$ cat config.mk
export PLATFORM = sky130hd
export DESIGN_NAME = efi_cfg_bank_flat
export DESIGN_NICKNAME = d
export VERILOG_FILES = /design/src/rtl/efi_cfg_pkg.sv /design/src/rtl/efi_cfg_bank_if.sv /design/src/rtl/efi_cfg_commit_fsm.sv /design/src/rtl/efi_cfg_bank.sv /design/src/flat_wrapper.sv
export SDC_FILE = /design/constraint.sdc
export NUM_CORES = 1
export LEC_CHECK = 0
export BUFFER_PORTS_ARGS = -buffer_cell sky130_fd_sc_hd__buf_2
export CAP_MARGIN = 30
export CELL_PAD_IN_SITES_DETAIL_PLACEMENT = 2
export CELL_PAD_IN_SITES_GLOBAL_PLACEMENT = 2
export CORE_ASPECT_RATIO = 0.6
export CORE_MARGIN = 2
export CORE_UTILIZATION = 31
export DETAILED_ROUTE_END_ITERATION = 6
export PLACE_DENSITY_LB_ADDON = 0.2
export SLEW_MARGIN = 20
export SYNTH_ARGS = -nofsm -noshare
export SYNTH_HDL_FRONTEND = slang
export SYNTH_HIERARCHICAL = 1
export SYNTH_SLANG_ARGS = --single-unit
$ cat constraint.sdc
create_clock -name clk -period 19.2 [get_ports clk]
set_clock_uncertainty 0.1 [all_clocks]
set_input_delay 5.76 -clock clk [delete_from_list [all_inputs] [get_ports clk]]
set_output_delay 5.76 -clock clk [all_outputs]
set_load 0.03 [all_outputs]
$ cat src/rtl/efi_cfg_pkg.sv
// efi_cfg_pkg: register map, default reset image and commit states
// for the EFI configuration bank.
package efi_cfg_pkg;

  localparam int REG_MODE      = 0;
  localparam int REG_TOOTH_CNT = 1;
  localparam int REG_TOOTH_RES = 2;
  localparam int REG_MISSING   = 3;
  localparam int REG_TRIG_OFS  = 4;
  localparam int REG_IGN_DWELL = 5;
  localparam int REG_IGN_A_ADV = 6;
  localparam int REG_IGN_B_ADV = 7;
  localparam int REG_IGN_MAX   = 8;
  localparam int REG_INJ_MODE  = 9;
  localparam int REG_INJ_A_ANG = 10;
  localparam int REG_INJ_B_ANG = 11;
  localparam int REG_INJ_A_PW  = 12;
  localparam int REG_INJ_B_PW  = 13;
  localparam int REG_STATUS    = 14;
  localparam int REG_PERIOD    = 15;

  localparam int DEF_NUM_REGS = 16;
  localparam int DEF_DATA_W   = 16;

  // Slot 0 sits in the least significant 16 bits.
  localparam logic [255:0] DEF_RESET_VALS = {
    16'd0,    16'd0,    16'd0,    16'd2000,
    16'd342,  16'd342,  16'd0,    16'd5120,
    16'd2560, 16'd0,    16'd7680, 16'd0,
    16'd2,    16'd128,  16'd60,   16'h0037
  };

  localparam logic [15:0] DEF_RO_MASK = 16'hC000;

  typedef enum logic [1:0] {
    CM_IDLE,
    CM_ARMED,
    CM_APPLY
  } commit_st_e;

endpackage

$ cat src/rtl/efi_cfg_bank_if.sv
// efi_cfg_bank_if: write (valid/ready/err) and read (en/data/valid)
// bus of the config bank; master = SPI side, slave = bank.
interface efi_cfg_bank_if #(
  parameter int ADDR_W = 4,
  parameter int DATA_W = 16
) ();

  logic              wr_valid;
  logic              wr_ready;
  logic [ADDR_W-1:0] wr_addr;
  logic [DATA_W-1:0] wr_data;
  logic              wr_err;
  logic              rd_en;
  logic [ADDR_W-1:0] rd_addr;
  logic              rd_bank;
  logic [DATA_W-1:0] rd_data;
  logic              rd_data_valid;

  modport master (
    output wr_valid, wr_addr, wr_data,
    output rd_en, rd_addr, rd_bank,
    input  wr_ready, wr_err,
    input  rd_data, rd_data_valid
  );

  modport slave (
    input  wr_valid, wr_addr, wr_data,
    input  rd_en, rd_addr, rd_bank,
    output wr_ready, wr_err,
    output rd_data, rd_data_valid
  );

endinterface

$ cat src/rtl/efi_cfg_commit_fsm.sv
// efi_cfg_commit_fsm: IDLE/ARMED/APPLY commit sequencer, commit
// counter and write-ready gating. Ports: clk, reset_n, req/trig/sync in.
module efi_cfg_commit_fsm
  import efi_cfg_pkg::*;
(
  input  logic       clk,
  input  logic       reset_n,
  input  logic       commit_req,
  input  logic       trigger,
  input  logic       synced,
  output logic       wr_ready,
  output logic       apply,
  output logic       commit_pending,
  output logic [7:0] commit_count
);

  commit_st_e st_q;
  commit_st_e st_d;
  logic       run_q;

  always_ff @(posedge clk) begin
    if (!reset_n) begin
      st_q         <= CM_IDLE;
      run_q        <= 1'b0;
      commit_count <= 8'd0;
    end else begin
      st_q  <= st_d;
      run_q <= 1'b1;
      if (st_q == CM_APPLY)
        commit_count <= commit_count + 8'd1;
    end
  end

  // A stopped engine (!synced) has no tooth to wait for.
  always_comb begin
    st_d  = st_q;
    apply = 1'b0;
    unique case (st_q)
      CM_IDLE: begin
        if (commit_req)
          st_d = (trigger && synced) ? CM_APPLY
                                     : CM_ARMED;
      end
      CM_ARMED: begin
        if ((trigger && synced) || !synced)
          st_d = CM_APPLY;
      end
      CM_APPLY: begin
        apply = 1'b1;
        st_d  = commit_req ? CM_ARMED : CM_IDLE;
      end
      default: st_d = CM_IDLE;
    endcase
  end

  assign commit_pending = (st_q != CM_IDLE);
  assign wr_ready       = run_q && !apply;

endmodule

$ cat src/rtl/efi_cfg_bank.sv
// efi_cfg_bank: shadow/active config register bank with atomic commit
// and RO status slots. Ports: clk, reset_n, bus (slave), status, commit.
module efi_cfg_bank
  import efi_cfg_pkg::*;
#(
  parameter int NUM_REGS = 16,
  parameter int DATA_W   = 16,
  parameter int ADDR_W   = 4,
  parameter logic [NUM_REGS*DATA_W-1:0] RESET_VALS = '0,
  parameter logic [NUM_REGS-1:0]        RO_MASK    = '0
) (
  input  logic                       clk,
  input  logic                       reset_n,
  efi_cfg_bank_if.slave              bus,
  input  logic [NUM_REGS*DATA_W-1:0] status_in,
  input  logic                       commit_req,
  input  logic                       trigger,
  input  logic                       synced,
  output logic [NUM_REGS*DATA_W-1:0] cfg_active,
  output logic                       commit_pending,
  output logic [7:0]                 commit_count
);

  localparam int IDX_W =
    (NUM_REGS > 1) ? $clog2(NUM_REGS) : 1;
  localparam logic [ADDR_W:0] NREG =
    (ADDR_W+1)'(NUM_REGS);

  logic [DATA_W-1:0] shd_q [NUM_REGS];
  logic [DATA_W-1:0] act_q [NUM_REGS];
  logic [DATA_W-1:0] sts   [NUM_REGS];

  logic              wr_ready;
  logic              apply;
  logic [IDX_W-1:0]  wr_idx;
  logic [IDX_W-1:0]  rd_idx;
  logic              wr_in;
  logic              rd_in;
  logic              wr_acc;
  logic              wr_bad;
  logic [DATA_W-1:0] rd_val;

  efi_cfg_commit_fsm u_fsm (
    .clk            (clk),
    .reset_n        (reset_n),
    .commit_req     (commit_req),
    .trigger        (trigger),
    .synced         (synced),
    .wr_ready       (wr_ready),
    .apply          (apply),
    .commit_pending (commit_pending),
    .commit_count   (commit_count)
  );

  assign bus.wr_ready = wr_ready;

  for (genvar i = 0; i < NUM_REGS; i++) begin : g_slot
    assign sts[i] = status_in[i*DATA_W +: DATA_W];
    assign cfg_active[i*DATA_W +: DATA_W] = act_q[i];
  end

  assign wr_idx = bus.wr_addr[IDX_W-1:0];
  assign rd_idx = bus.rd_addr[IDX_W-1:0];
  assign wr_in  = {1'b0, bus.wr_addr} < NREG;
  assign rd_in  = {1'b0, bus.rd_addr} < NREG;
  assign wr_acc = bus.wr_valid && wr_ready;
  assign wr_bad = !wr_in || RO_MASK[wr_idx];

  // Dropped writes are still consumed; they only flag wr_err.
  always_ff @(posedge clk) begin
    if (!reset_n) begin
      for (int i = 0; i < NUM_REGS; i++)
        shd_q[i] <= RESET_VALS[i*DATA_W +: DATA_W];
      bus.wr_err <= 1'b0;
    end else begin
      bus.wr_err <= wr_acc && wr_bad;
      if (wr_acc && !wr_bad)
        shd_q[wr_idx] <= bus.wr_data;
    end
  end

  // RO slots track status_in; the rest only move on apply.
  always_ff @(posedge clk) begin
    if (!reset_n) begin
      for (int i = 0; i < NUM_REGS; i++)
        act_q[i] <= RESET_VALS[i*DATA_W +: DATA_W];
    end else begin
      for (int i = 0; i < NUM_REGS; i++) begin
        if (RO_MASK[i])
          act_q[i] <= sts[i];
        else if (apply)
          act_q[i] <= shd_q[i];
      end
    end
  end

  always_comb begin
    rd_val = '0;
    if (rd_in) begin
      if (RO_MASK[rd_idx])
        rd_val = sts[rd_idx];
      else if (bus.rd_bank)
        rd_val = act_q[rd_idx];
      else
        rd_val = shd_q[rd_idx];
    end
  end

  always_ff @(posedge clk) begin
    if (!reset_n) begin
      bus.rd_data       <= '0;
      bus.rd_data_valid <= 1'b0;
    end else begin
      bus.rd_data_valid <= bus.rd_en;
      if (bus.rd_en)
        bus.rd_data <= rd_val;
    end
  end

endmodule

$ cat src/flat_wrapper.sv
// flat-port wrapper written by rule: the top's interface ports become plain ports
module efi_cfg_bank_flat import efi_cfg_pkg::*;
#(
  parameter int NUM_REGS = 16,
  parameter int DATA_W   = 16,
  parameter int ADDR_W   = 4,
  parameter logic [NUM_REGS*DATA_W-1:0] RESET_VALS = '0,
  parameter logic [NUM_REGS-1:0]        RO_MASK    = '0
)
  (clk, reset_n, status_in, commit_req, trigger, synced, cfg_active, commit_pending, commit_count, bus_wr_valid, bus_wr_addr, bus_wr_data, bus_rd_en, bus_rd_addr, bus_rd_bank, bus_wr_ready, bus_wr_err, bus_rd_data, bus_rd_data_valid);
  efi_cfg_bank_if #(.ADDR_W(ADDR_W), .DATA_W(DATA_W)) bus_i ();
  input  logic clk;
  input  logic reset_n;
  input  logic [NUM_REGS*DATA_W-1:0] status_in;
  input  logic commit_req;
  input  logic trigger;
  input  logic synced;
  output logic [NUM_REGS*DATA_W-1:0] cfg_active;
  output logic commit_pending;
  output logic [7:0] commit_count;
  input wire logic [$bits(bus_i.wr_valid)-1:0] bus_wr_valid;
  input wire logic [$bits(bus_i.wr_addr)-1:0] bus_wr_addr;
  input wire logic [$bits(bus_i.wr_data)-1:0] bus_wr_data;
  input wire logic [$bits(bus_i.rd_en)-1:0] bus_rd_en;
  input wire logic [$bits(bus_i.rd_addr)-1:0] bus_rd_addr;
  input wire logic [$bits(bus_i.rd_bank)-1:0] bus_rd_bank;
  output wire logic [$bits(bus_i.wr_ready)-1:0] bus_wr_ready;
  output wire logic [$bits(bus_i.wr_err)-1:0] bus_wr_err;
  output wire logic [$bits(bus_i.rd_data)-1:0] bus_rd_data;
  output wire logic [$bits(bus_i.rd_data_valid)-1:0] bus_rd_data_valid;
  assign bus_i.wr_valid = bus_wr_valid;
  assign bus_i.wr_addr = bus_wr_addr;
  assign bus_i.wr_data = bus_wr_data;
  assign bus_i.rd_en = bus_rd_en;
  assign bus_i.rd_addr = bus_rd_addr;
  assign bus_i.rd_bank = bus_rd_bank;
  assign bus_wr_ready = bus_i.wr_ready;
  assign bus_wr_err = bus_i.wr_err;
  assign bus_rd_data = bus_i.rd_data;
  assign bus_rd_data_valid = bus_i.rd_data_valid;
  efi_cfg_bank #(.NUM_REGS(NUM_REGS), .DATA_W(DATA_W), .ADDR_W(ADDR_W), .RESET_VALS(RESET_VALS), .RO_MASK(RO_MASK)) u_core (.clk(clk), .reset_n(reset_n), .bus(bus_i), .status_in(status_in), .commit_req(commit_req), .trigger(trigger), .synced(synced), .cfg_active(cfg_active), .commit_pending(commit_pending), .commit_count(commit_count));
endmodule
# Word level (Yosys, flattened, before mapping)
# Memory sizes are Yosys's and may differ from the RTL's.
# Cells that the tools add are included.
# totals
elab_cells	88
input_bits	288
romBits	32
mem_count	4
latch_bits	0
out_inout_bits	284
ram_bits	512
register_bits	29
# memory_table
memory	words	width	rd	rd_ports_with_merged_regs	wr	line_no	source
u_core.act_q	16	16	17	0	16	efi_cfg_bank.sv:30	logic [DATA_W-1:0] act_q [NUM_REGS];
u_core.shd_q	16	16	17	0	16	efi_cfg_bank.sv:29	logic [DATA_W-1:0] shd_q [NUM_REGS];
(no name shown)	16	1	1	0	0	efi_cfg_bank.sv:100	if (RO_MASK[rd_idx])
(no name shown)	16	1	1	0	0	efi_cfg_bank.sv:67	assign wr_bad = !wr_in || RO_MASK[wr_idx];
# classes
div_mod_pow	0
multipliers	0
magnitude_cmp	3
eq_ne	4
mux	40
n_addsub	1
n_shift	0
reduce_logical	13
bitwise_logic	17
# ops
operator	count
$mux 16	21
$bmux 16 s4	1
$or 1x1->1	16
$reduce_or 16->1	1
$mux 1	13
$lt 4x5->1 const B	2
$add 8x1->8 const B	1
$mux 2	3
$pmux 2 s3	1
$ge 5x5->1 const B	1
$logic_and 1x1->1	5
$not 4->5	1
$mux 4	1
$ne 2x2->1 const B	2
$logic_not 1->1	3
$eq 2x1->1 const B	1
$eq 2x2->1 const B	1
$logic_not 2->1	1
$reduce_and 2->1	1
$reduce_bool 2->1	1
$logic_or 1x1->1	1

# Logic depth before layout (Yosys ltp)
# Gate-level depths: netlist of run 1.
# depth
ltp_word	11
mapped_depth	9
depth_no_buf	7

# Hierarchy
# Netlist of run 1, hierarchy kept.
# modules_own_cells
module	seq_area_each_um2	area_per_inst_um2	instances	cells_each
efi_cfg_bank	15715.1	24051.8	1	1740
efi_cfg_commit_fsm	220.2	495.5	1	55

# Worst setup path after synthesis of run 1
# OpenSTA, ideal clock, no wires.
# synth_path
kind	input to register
from	in reset_n
to	mem u_core.act_q[0][0], enable pin
cell_stages	3
path_buffers	2
t_required_ps	18437
t_arrival_ps	11948
setup_time_ps	663
slack_ps	6488
path_cell_list	clkbuf_1 -> clkbuf_1 -> nand2b_1
# synth_rtl
element	line_no	source
from (decl)	flat_wrapper.sv:13	input logic reset_n;
to (decl)	efi_cfg_bank.sv:30	

# Worst setup path after layout of run 1
# layout_path
from	in bus_rd_addr[0]
to	reg u_core.bus.rd_data[9]
# layout_via
elab_chain_cells	5
elab_cells_between_ends	10
classes_between	mux: 6; bitwise: 1; memory: 3
# layout_rtl
element	line_no	source
from (decl)	flat_wrapper.sv:25	input wire logic [$bits(bus_i.rd_addr)-1:0] bus_rd_addr;
$not 4->5 (not written as such)	efi_cfg_bank.sv:101	rd_val = sts[rd_idx];
$bmux 16 s4	efi_cfg_bank.sv:101	
$mux 16 (not written as such) (2 in series)	efi_cfg_bank.sv:101	
$mux 16 (*)	efi_cfg_bank.sv:100	
to (signal assigned)	efi_cfg_bank.sv:116	bus.rd_data <= rd_val;
to (decl)	efi_cfg_bank_if.sv:30	output rd_data, rd_data_valid
# Mark *: on every way between the ends. The rest lies on a longest branch, timed or not. The select of a mux whose other input is x is not followed.
# A chain may end at the register's enable or synchronous reset.

==> results.md, run 1 <==
* Status: finished, final reports clean
* F_max at 107 MHz
* Synth unique cells at 35
* Violation count after the first detailed-routing iteration at 1,431
* Antenna violations before repair at 5
* Required time of the critical path at 19.66 ns
* Worst Setup Path Type: input port to register
* Maximum Capacitance Violations at 0
* Number of buffers created by CTS at 56
* Mean instance size in the synthesized netlist at 13.7 µm²
* Launching element type of the critical path: input port
* Area growth from synthesis to layout at 18.1%
* DP Area at 27,100 µm²
* Total of cells resized after clock tree synthesis at 0
* Half-perimeter wire length after placement at 64,500 µm
* Arrival time of data at the critical path endpoint at 9.82 ns
* WL per Instance at 29.5 µm
* Final Cell Area at 29,000 µm²
* DIE HEIGHT at 222 µm
* Horizontal die dimension at 367 µm
* Most frequent cell on the critical path: a21oi_1
* Total vias in the final route at 16,400
* Overall routing resource usage at 22.5%
* Number of iterations in the first detailed-routing pass at 5
* Total gr overflow at 0
* Residual DRC at 0
* Worst reg2reg setup slack at 14.83 ns
* Total negative slack at 0 ns
* Synth area leader: edfxtp_1
* TritonCTS sink count at 540
* Number of H-tree levels at 2
* ANT nets after route at 0
* Worst Setup End Kind: register
* Most instantiated cells after synthesis: edfxtp_1, and2_1, mux2i_1
* Area fraction of the dominant cell type after synthesis at 62.6%
* Cell breakdown of the critical path: buf_8, buf_12, buf_4, mux2i_1, a22oi_1, a21oi_1, or4_1, a21oi_1
* I/O pin cnt at 572
* Sequential element share of the synthesized area at 64.9%
* Main synth FF type: edfxtp_1
* Biggest cell delay along the critical path at 0.71 ns
* Maximum resistive drop on vdd at 0.0660 mV
* Pin count of the biggest net entering global routing at 107
* Number of enable-type register cells in the synthesized netlist at 512
* Leakage dissipation at 12.1 nW
* Hold buffer count at CTS at 0
* CTS tree: done
* Worst Max-Slew Pin Slew at 1.01 ns
* Hold Crit Class: register to register
* Leading cell type by number of instances after synthesis: edfxtp_1
* Slowest stage cell, crit path: buf_4
* Starting Density at 31.5%
* Number of warnings printed during yosys synthesis at 6
* Worst-case clock buffer depth at 3
* Post-detailed-routing wire length at 93,600 µm
* Share of synthesized registers carrying an async set or reset at 0%
* Number of standard cells after synthesis at 1,795
* Mapped Nets at 2,084
* CTS Root Buffer Type: clkbuf_16
* Clock input transition at the sequential cells of the worst setup and hold paths at 0.06 ns
* Total Die Area at 81,500 µm²
* Final cycle utilization of the critical path at 48.7%
* Per-cell via count in the routed design at 5.18
* Final instance count without filler cells at 3,167
* Area of the core region at 78,000 µm²
* Max-slew headroom at the worst pin at 32.8%
* Placed Cells at 3,049
* Share of post-route cells with drive strength above 1 at 21.5%
* Clock insertion delay at the later pin of the skew report at 0.63 ns
* Netlist Area Pre-Place at 24,500 µm²
* Cell types with the largest area share after synthesis: edfxtp_1, mux2i_1, and2_1
* Count of buffers from port buffering at 314
* Number of pins with negative max-slew slack in the final report at 0
* Total number of placement rows at 79
* Pwr/cell area at 97.8 nW/µm²
* Worst Hold Margin at 0.387 ns
* Min cycle time layout at 9.36 ns
* Unrepaired setup endpoints after global routing: no
* Number of global-route vias before repair at 17,100
* Number of hold violations in the final report at 0
* Number of setup buffers added after CTS at 0
* Gpl congestion at 0.891
* First-pass GRT wire length at 130,000 µm
* Register bit count reported by yosys at 540
* Nets at 2,350
* Maximum fanout encountered on the critical timing path at 104
* Total of endpoints with negative setup slack in the final report at 0
==> cell families (layout without fill, tap and decap cells) <==
family / after synthesis / in the layout / synth area share [%]
muxes: 260 / 260 / 10.6
xor gates and xnor gates: 2 / 2 / 0.0714
AOI/OAI and AO/OA: 245 / 245 / 6.34
other: 1 / 8 / 0.0153
buffers and inverters: 155 / 467 / 3.14
and+or+nand+nor: 591 / 591 / 14.9
adders and majority gates: 1 / 1 / 0.0510
DFF: 540 / 540 / 64.9
==> critical path: cells and delay by family <==
family	cells	cell delay, ns
multiplexers	1	0.16
buffers and inverters	3	1.82
AO/OA/AOI/OAI	3	1.09
AND/OR/NAND/NOR	1	0.62
==> layout make-up <==
| cell class | count | area [µm²] |
|---|---|---|
| tap | 1053 | 1320 |
| multi-input combinational | 1100 | 7900 |
| clock buffer | 73 | 1530 |
| clock inverter | 31 | 251 |
| inverter | 4 | 16.3 |
| fill | 7900 | 49000 |
| antenna | 7 | 17.5 |
| timing repair buffer | 359 | 2020 |
| sequential | 540 | 15900 |
==> worst paths after layout <==
| path | start | endpoint | depth (start not counted) |
|---|---|---|---|
| worst max-delay path | bus_rd_addr[0] | u_core/bus.rd_data[9] | 8 |
| worst min-delay path | u_core/u_fsm/commit_count[7] | u_core/u_fsm/commit_count[7] | 2 |
| worst max register to register | u_core/u_fsm/st_q[0] | u_core/act_q[10][6] | 6 |
| worst min register to register | u_core/u_fsm/commit_count[7] | u_core/u_fsm/commit_count[7] | 2 |
==> flip-flops by register name (all words and copies together) (netlist names) <==
register	count
u_core/u_fsm/st_q	2
u_core/u_fsm/run_q	1
u_core/bus.rd_data	16
u_core/u_fsm/commit_count	8
u_core/bus.rd_data_valid	1
u_core/shd_q	256
u_core/act_q	256
==> routing by layer <==
layer / share of wire, % / wire length [µm] / global-route usage (%) / vias to the layer above
met3: 7.2 / 6740 / 5.25 / 94
li1: - / - / - / 7254
met5: 0.029 / 27 / 0 / -
met2: 42 / 39700 / 32.8 / 471
met1: 48 / 44500 / 33.0 / 8586
met4: 2.8 / 2570 / 6.44 / 4
==> stage by stage <==
step | setup slack (ns) | power [mW] | util (%)
floorplan | 6.49 | 1.63 | -
global placement | 9.33 | 1.76 | 34.6
detailed placement | 9.30 | 1.77 | 34.7
CTS | 10.0 | 2.87 | 37.0
global route | 9.83 | 2.93 | 37.1
finish | 9.84 | 2.84 | 37.2
==> power breakdown <==
| group | total, mW | switching (mW) | internal (mW) |
|---|---|---|---|
| combinational | 0.352 | 0.263 | 0.0883 |
| clock | 1.08 | 0.473 | 0.611 |
| sequential | 1.40 | 0.0415 | 1.36 |
==> layout by cell type, fill, tap and decap left out, types with 2 or more instances in the layout <==
| master | synthesis | layout |
|---|---|---|
| nand2_1 | 8 | 8 |
| bufinv_16 | 0 | 4 |
| buf_8 | 3 | 5 |
| and3_1 | 161 | 161 |
| o21ai_0 | 30 | 18 |
| or4_1 | 17 | 17 |
| edfxtp_1 | 512 | 512 |
| nor3_1 | 4 | 2 |
| a21oi_1 | 84 | 84 |
| mux2i_1 | 260 | 260 |
| nand3b_1 | 2 | 2 |
| clkinv_2 | 0 | 11 |
| nor2b_4 | 0 | 2 |
| clkinv_1 | 0 | 13 |
| buf_12 | 1 | 2 |
| inv_1 | 4 | 3 |
| o21ai_2 | 0 | 4 |
| nor3_2 | 0 | 2 |
| or3_1 | 2 | 2 |
| o21ai_1 | 0 | 8 |
| diode_2 | 0 | 7 |
| inv_6 | 0 | 2 |
| buf_2 | 0 | 312 |
| clkbuf_1 | 112 | 12 |
| buf_4 | 16 | 32 |
| or2_2 | 2 | 2 |
| a22oi_1 | 128 | 128 |
| xor2_1 | 2 | 2 |
| nor4_1 | 2 | 2 |
| clkinvlp_4 | 0 | 2 |
| and2_1 | 354 | 353 |
| buf_6 | 10 | 7 |
| nor2_1 | 17 | 16 |
| nand3_1 | 5 | 5 |
| clkbuf_8 | 0 | 4 |
| clkbuf_16 | 0 | 57 |
| dfxtp_1 | 28 | 28 |
| nand2b_1 | 12 | 11 |
(Power assumes the default switching activity.)
==> inputs of run 2 (changes only) <==
==> constraint.sdc (replaced) <==
create_clock -name clk -period 8.9 [get_ports clk]
set_clock_uncertainty 0.1 [all_clocks]
set_input_delay 2.67 -clock clk [delete_from_list [all_inputs] [get_ports clk]]
set_output_delay 2.67 -clock clk [all_outputs]
set_load 0.03 [all_outputs]
==> run 2 against run 1 <==
Effect of this change:
- worst setup slack got worse by 6.4 ns
- first-iteration DRC count shrank 0.91%
- die area stayed put
- critical endpoint is now u_core/shd_q[2][11]
- power up 120%
- critical path type unchanged
==> results.md, run 2 (same netlist as run 1, synthesis figures left out) <==
* Nets at 2,351 (+0.043%)
* CTS tree: done
* Number of global-route vias before repair at 17,200 (+0.70%)
* WL per Instance at 29.6 µm (+0.34%)
* Total of endpoints with negative setup slack in the final report at 0 (unchanged)
* TritonCTS sink count at 540 (unchanged)
* Pin count of the biggest net entering global routing at 142 (+33%)
* Overall routing resource usage at 22.5% (+0.027 points)
* Final cycle utilization of the critical path at 61.3%
* Hold Crit Class: register to register
* Horizontal die dimension at 367 µm (unchanged)
* F_max at 183 MHz
* Biggest registers after layout: u_core/act_q: 256 flops, u_core/shd_q: 256 flops, u_core/bus.rd_data: 16 flops
* Number of buffers created by CTS at 57 (+1.8%)
* Part of the power in registers at 49.1% (-0.2 points)
* Crit path setup slack, layout at 3.44 ns (-6.40 ns)
* Clock insertion delay at the later pin of the skew report at 0.62 ns (about the same)
* Total gr overflow at 0 (unchanged)
* Share of post-route cells with drive strength above 1 at 21.2% (-0.35 points)
* Switching fraction of total power at 27.2% (-0.27 points)
* Total negative slack at 0 ns (unchanged)
* Slowest stage cell, crit path: nand2b_1
* Number of setup buffers added after CTS at 0 (unchanged)
* CTS Root Buffer Type: clkbuf_16
* Final instance count without filler cells at 3,166 (-0.032%)
* Total vias in the final route at 16,400 (+0.024%)
* Worst Max-Slew Pin Slew at 1.02 ns (+0.0130 ns)
* Number of pins with negative max-slew slack in the final report at 0 (unchanged)
* Max-slew headroom at the worst pin at 31.9% (-0.86 points)
* Setup crit start: reset_n
* Number of H-tree levels at 2 (unchanged)
* Worst Hold Path Cells at 2 (unchanged)
* Maximum resistive drop on vdd at 0.145 mV (+120%)
* Biggest cell delay along the critical path at 0.71 ns (about the same)
* ANT nets after route at 0 (unchanged)
* Unrepaired setup endpoints after global routing: no
* Clock input transition at the sequential cells of the worst setup and hold paths at 0.06 ns (about the same)
* Total Die Area at 81,500 µm² (unchanged)
* Worst Setup End Kind: register
* Placed Cells at 3,053 (+0.13%)
* Total number of placement rows at 79 (unchanged)
* Total of cells resized after clock tree synthesis at 0 (unchanged)
* Count of buffers from port buffering at 314 (unchanged)
* Leakage dissipation at 12.1 nW (about the same)
* First-pass GRT wire length at 131,000 µm (+0.59%)
* Hold buffer count at CTS at 0 (unchanged)
* Most common library cell in the layout ignoring fill and taps: edfxtp_1
* Pwr/cell area at 212 nW/µm² (+120%)
* Antenna violations before repair at 9 (+4)
* Part of the power in the clock network at 38.6% (+0.4 points)
* Number of hold violations in the final report at 0 (unchanged)
* Cell breakdown of the critical path: buf_6, and3_1, nand3b_1, nor3_2, buf_6, nand2b_1
* Logic depth of the worst register-to-register path at 7 (+1)
* Total net switching power at 1.67 mW (+110%)
* Min cycle time layout at 5.46 ns
* Required time of the critical path at 9.04 ns (-10.62 ns)
* DIE HEIGHT at 222 µm (unchanged)
* Worst Setup Path Type: input port to register
* Post-detailed-routing wire length at 93,900 µm (+0.31%)
* Worst-case clock buffer depth at 3 (unchanged)
* Gpl congestion at 0.908 (+1.9%)
* Area of the core region at 78,000 µm² (unchanged)
* Half-perimeter wire length after placement at 65,000 µm (+0.78%)
* Worst reg2reg setup slack at 5.04 ns (-9.79 ns)
* Arrival time of data at the critical path endpoint at 5.60 ns (-4.22 ns)
* Area growth from synthesis to layout at 18.1% (about the same)
* Reg-to-reg critical path startpoint: u_core/u_fsm/st_q[0]
* Part of the total power dissipated in combinational logic at 12.3% (about the same)
* Starting Density at 31.5% (unchanged)
* Internal power contribution at 4.48 mW (+120%)
* Residual DRC at 0 (unchanged)
* Per-cell via count in the routed design at 5.18 (about the same)
* Most frequent cell on the critical path: buf_6
* Number of iterations in the first detailed-routing pass at 5 (unchanged)
* I/O pin cnt at 572 (unchanged)
* Maximum fanout encountered on the critical timing path at 85 (-18%)
* Maximum Capacitance Violations at 0 (unchanged)
* Start point of the worst hold path: u_core/u_fsm/commit_count[7]
* Launching element type of the critical path: input port
* Pre-CTS worst setup slack at 2.81 ns (-6.49 ns)
* Commonest cells after routing, fill and taps aside: edfxtp_1, and2_1, buf_2, mux2i_1, and3_1
* Status: finished, final reports clean
* Violation count after the first detailed-routing iteration at 1,418 (-0.91%)
==> run 2: critical path: cells and delay by family <==
family / cells / cell delay, ns
simple gates: 4 / 2.16
buf+inv: 2 / 0.70
==> run 2: path summary, 6_finish.rpt <==
path,to
max,u_core/shd_q[2][11]
max reg2reg,u_core/shd_q[2][11]
min,u_core/u_fsm/commit_count[7]
min reg2reg,u_core/u_fsm/commit_count[7]
==> run 2: power by group through the flow <==
stage | combinational (mW) | clock, mW | sequential [mW]
3_5_place_dp | 0.755 | 0 | 3.08
3_3_place_gp | 0.741 | 0 | 3.07
5_1_grt | 0.797 | 2.53 | 3.04
4_1_cts | 0.757 | 2.43 | 3.02
2_1_floorplan | 0.278 | 0 | 3.22
6_report | 0.758 | 2.37 | 3.02
==> run 2: area by class of cell <==
class | count | area (µm²)
Multi-Input combinational cell | 1100 | 7900
Clock inverter | 33 | 315
Inverter | 4 | 16.3
Fill cell | 7899 | 49000
Clock buffer | 68 | 1470
Tap cell | 1053 | 1320
Timing Repair Buffer | 359 | 2020
Sequential cell | 540 | 15900
Antenna cell | 9 | 22.5
==> run 2: per-layer routing <==
| metal | part of all wire, % | vias to the layer above | global-route usage (%) |
|---|---|---|---|
| li1 | - | 7232 | - |
| met1 | 48 | 8615 | 34.1 |
| met2 | 41 | 473 | 31.7 |
| met3 | 7.5 | 89 | 4.98 |
| met4 | 2.7 | 4 | 6.54 |
| met5 | 0.029 | - | 0 |
==> run 2: stage by stage <==
| stage | utilization, % | total power, mW | area (µm²) | hold slack, ns |
|---|---|---|---|---|
| after CTS | 37.1 | 6.21 | 28900 | 0.377 |
| after floorplan | - | 3.50 | 24500 | 0.361 |
| after global placement | 34.7 | 3.81 | 27000 | 0.361 |
| after detailed placement | 34.8 | 3.83 | 27100 | 0.365 |
| after global routing | 37.2 | 6.36 | 29000 | 0.401 |
| final | 37.2 | 6.15 | 29000 | 0.372 |
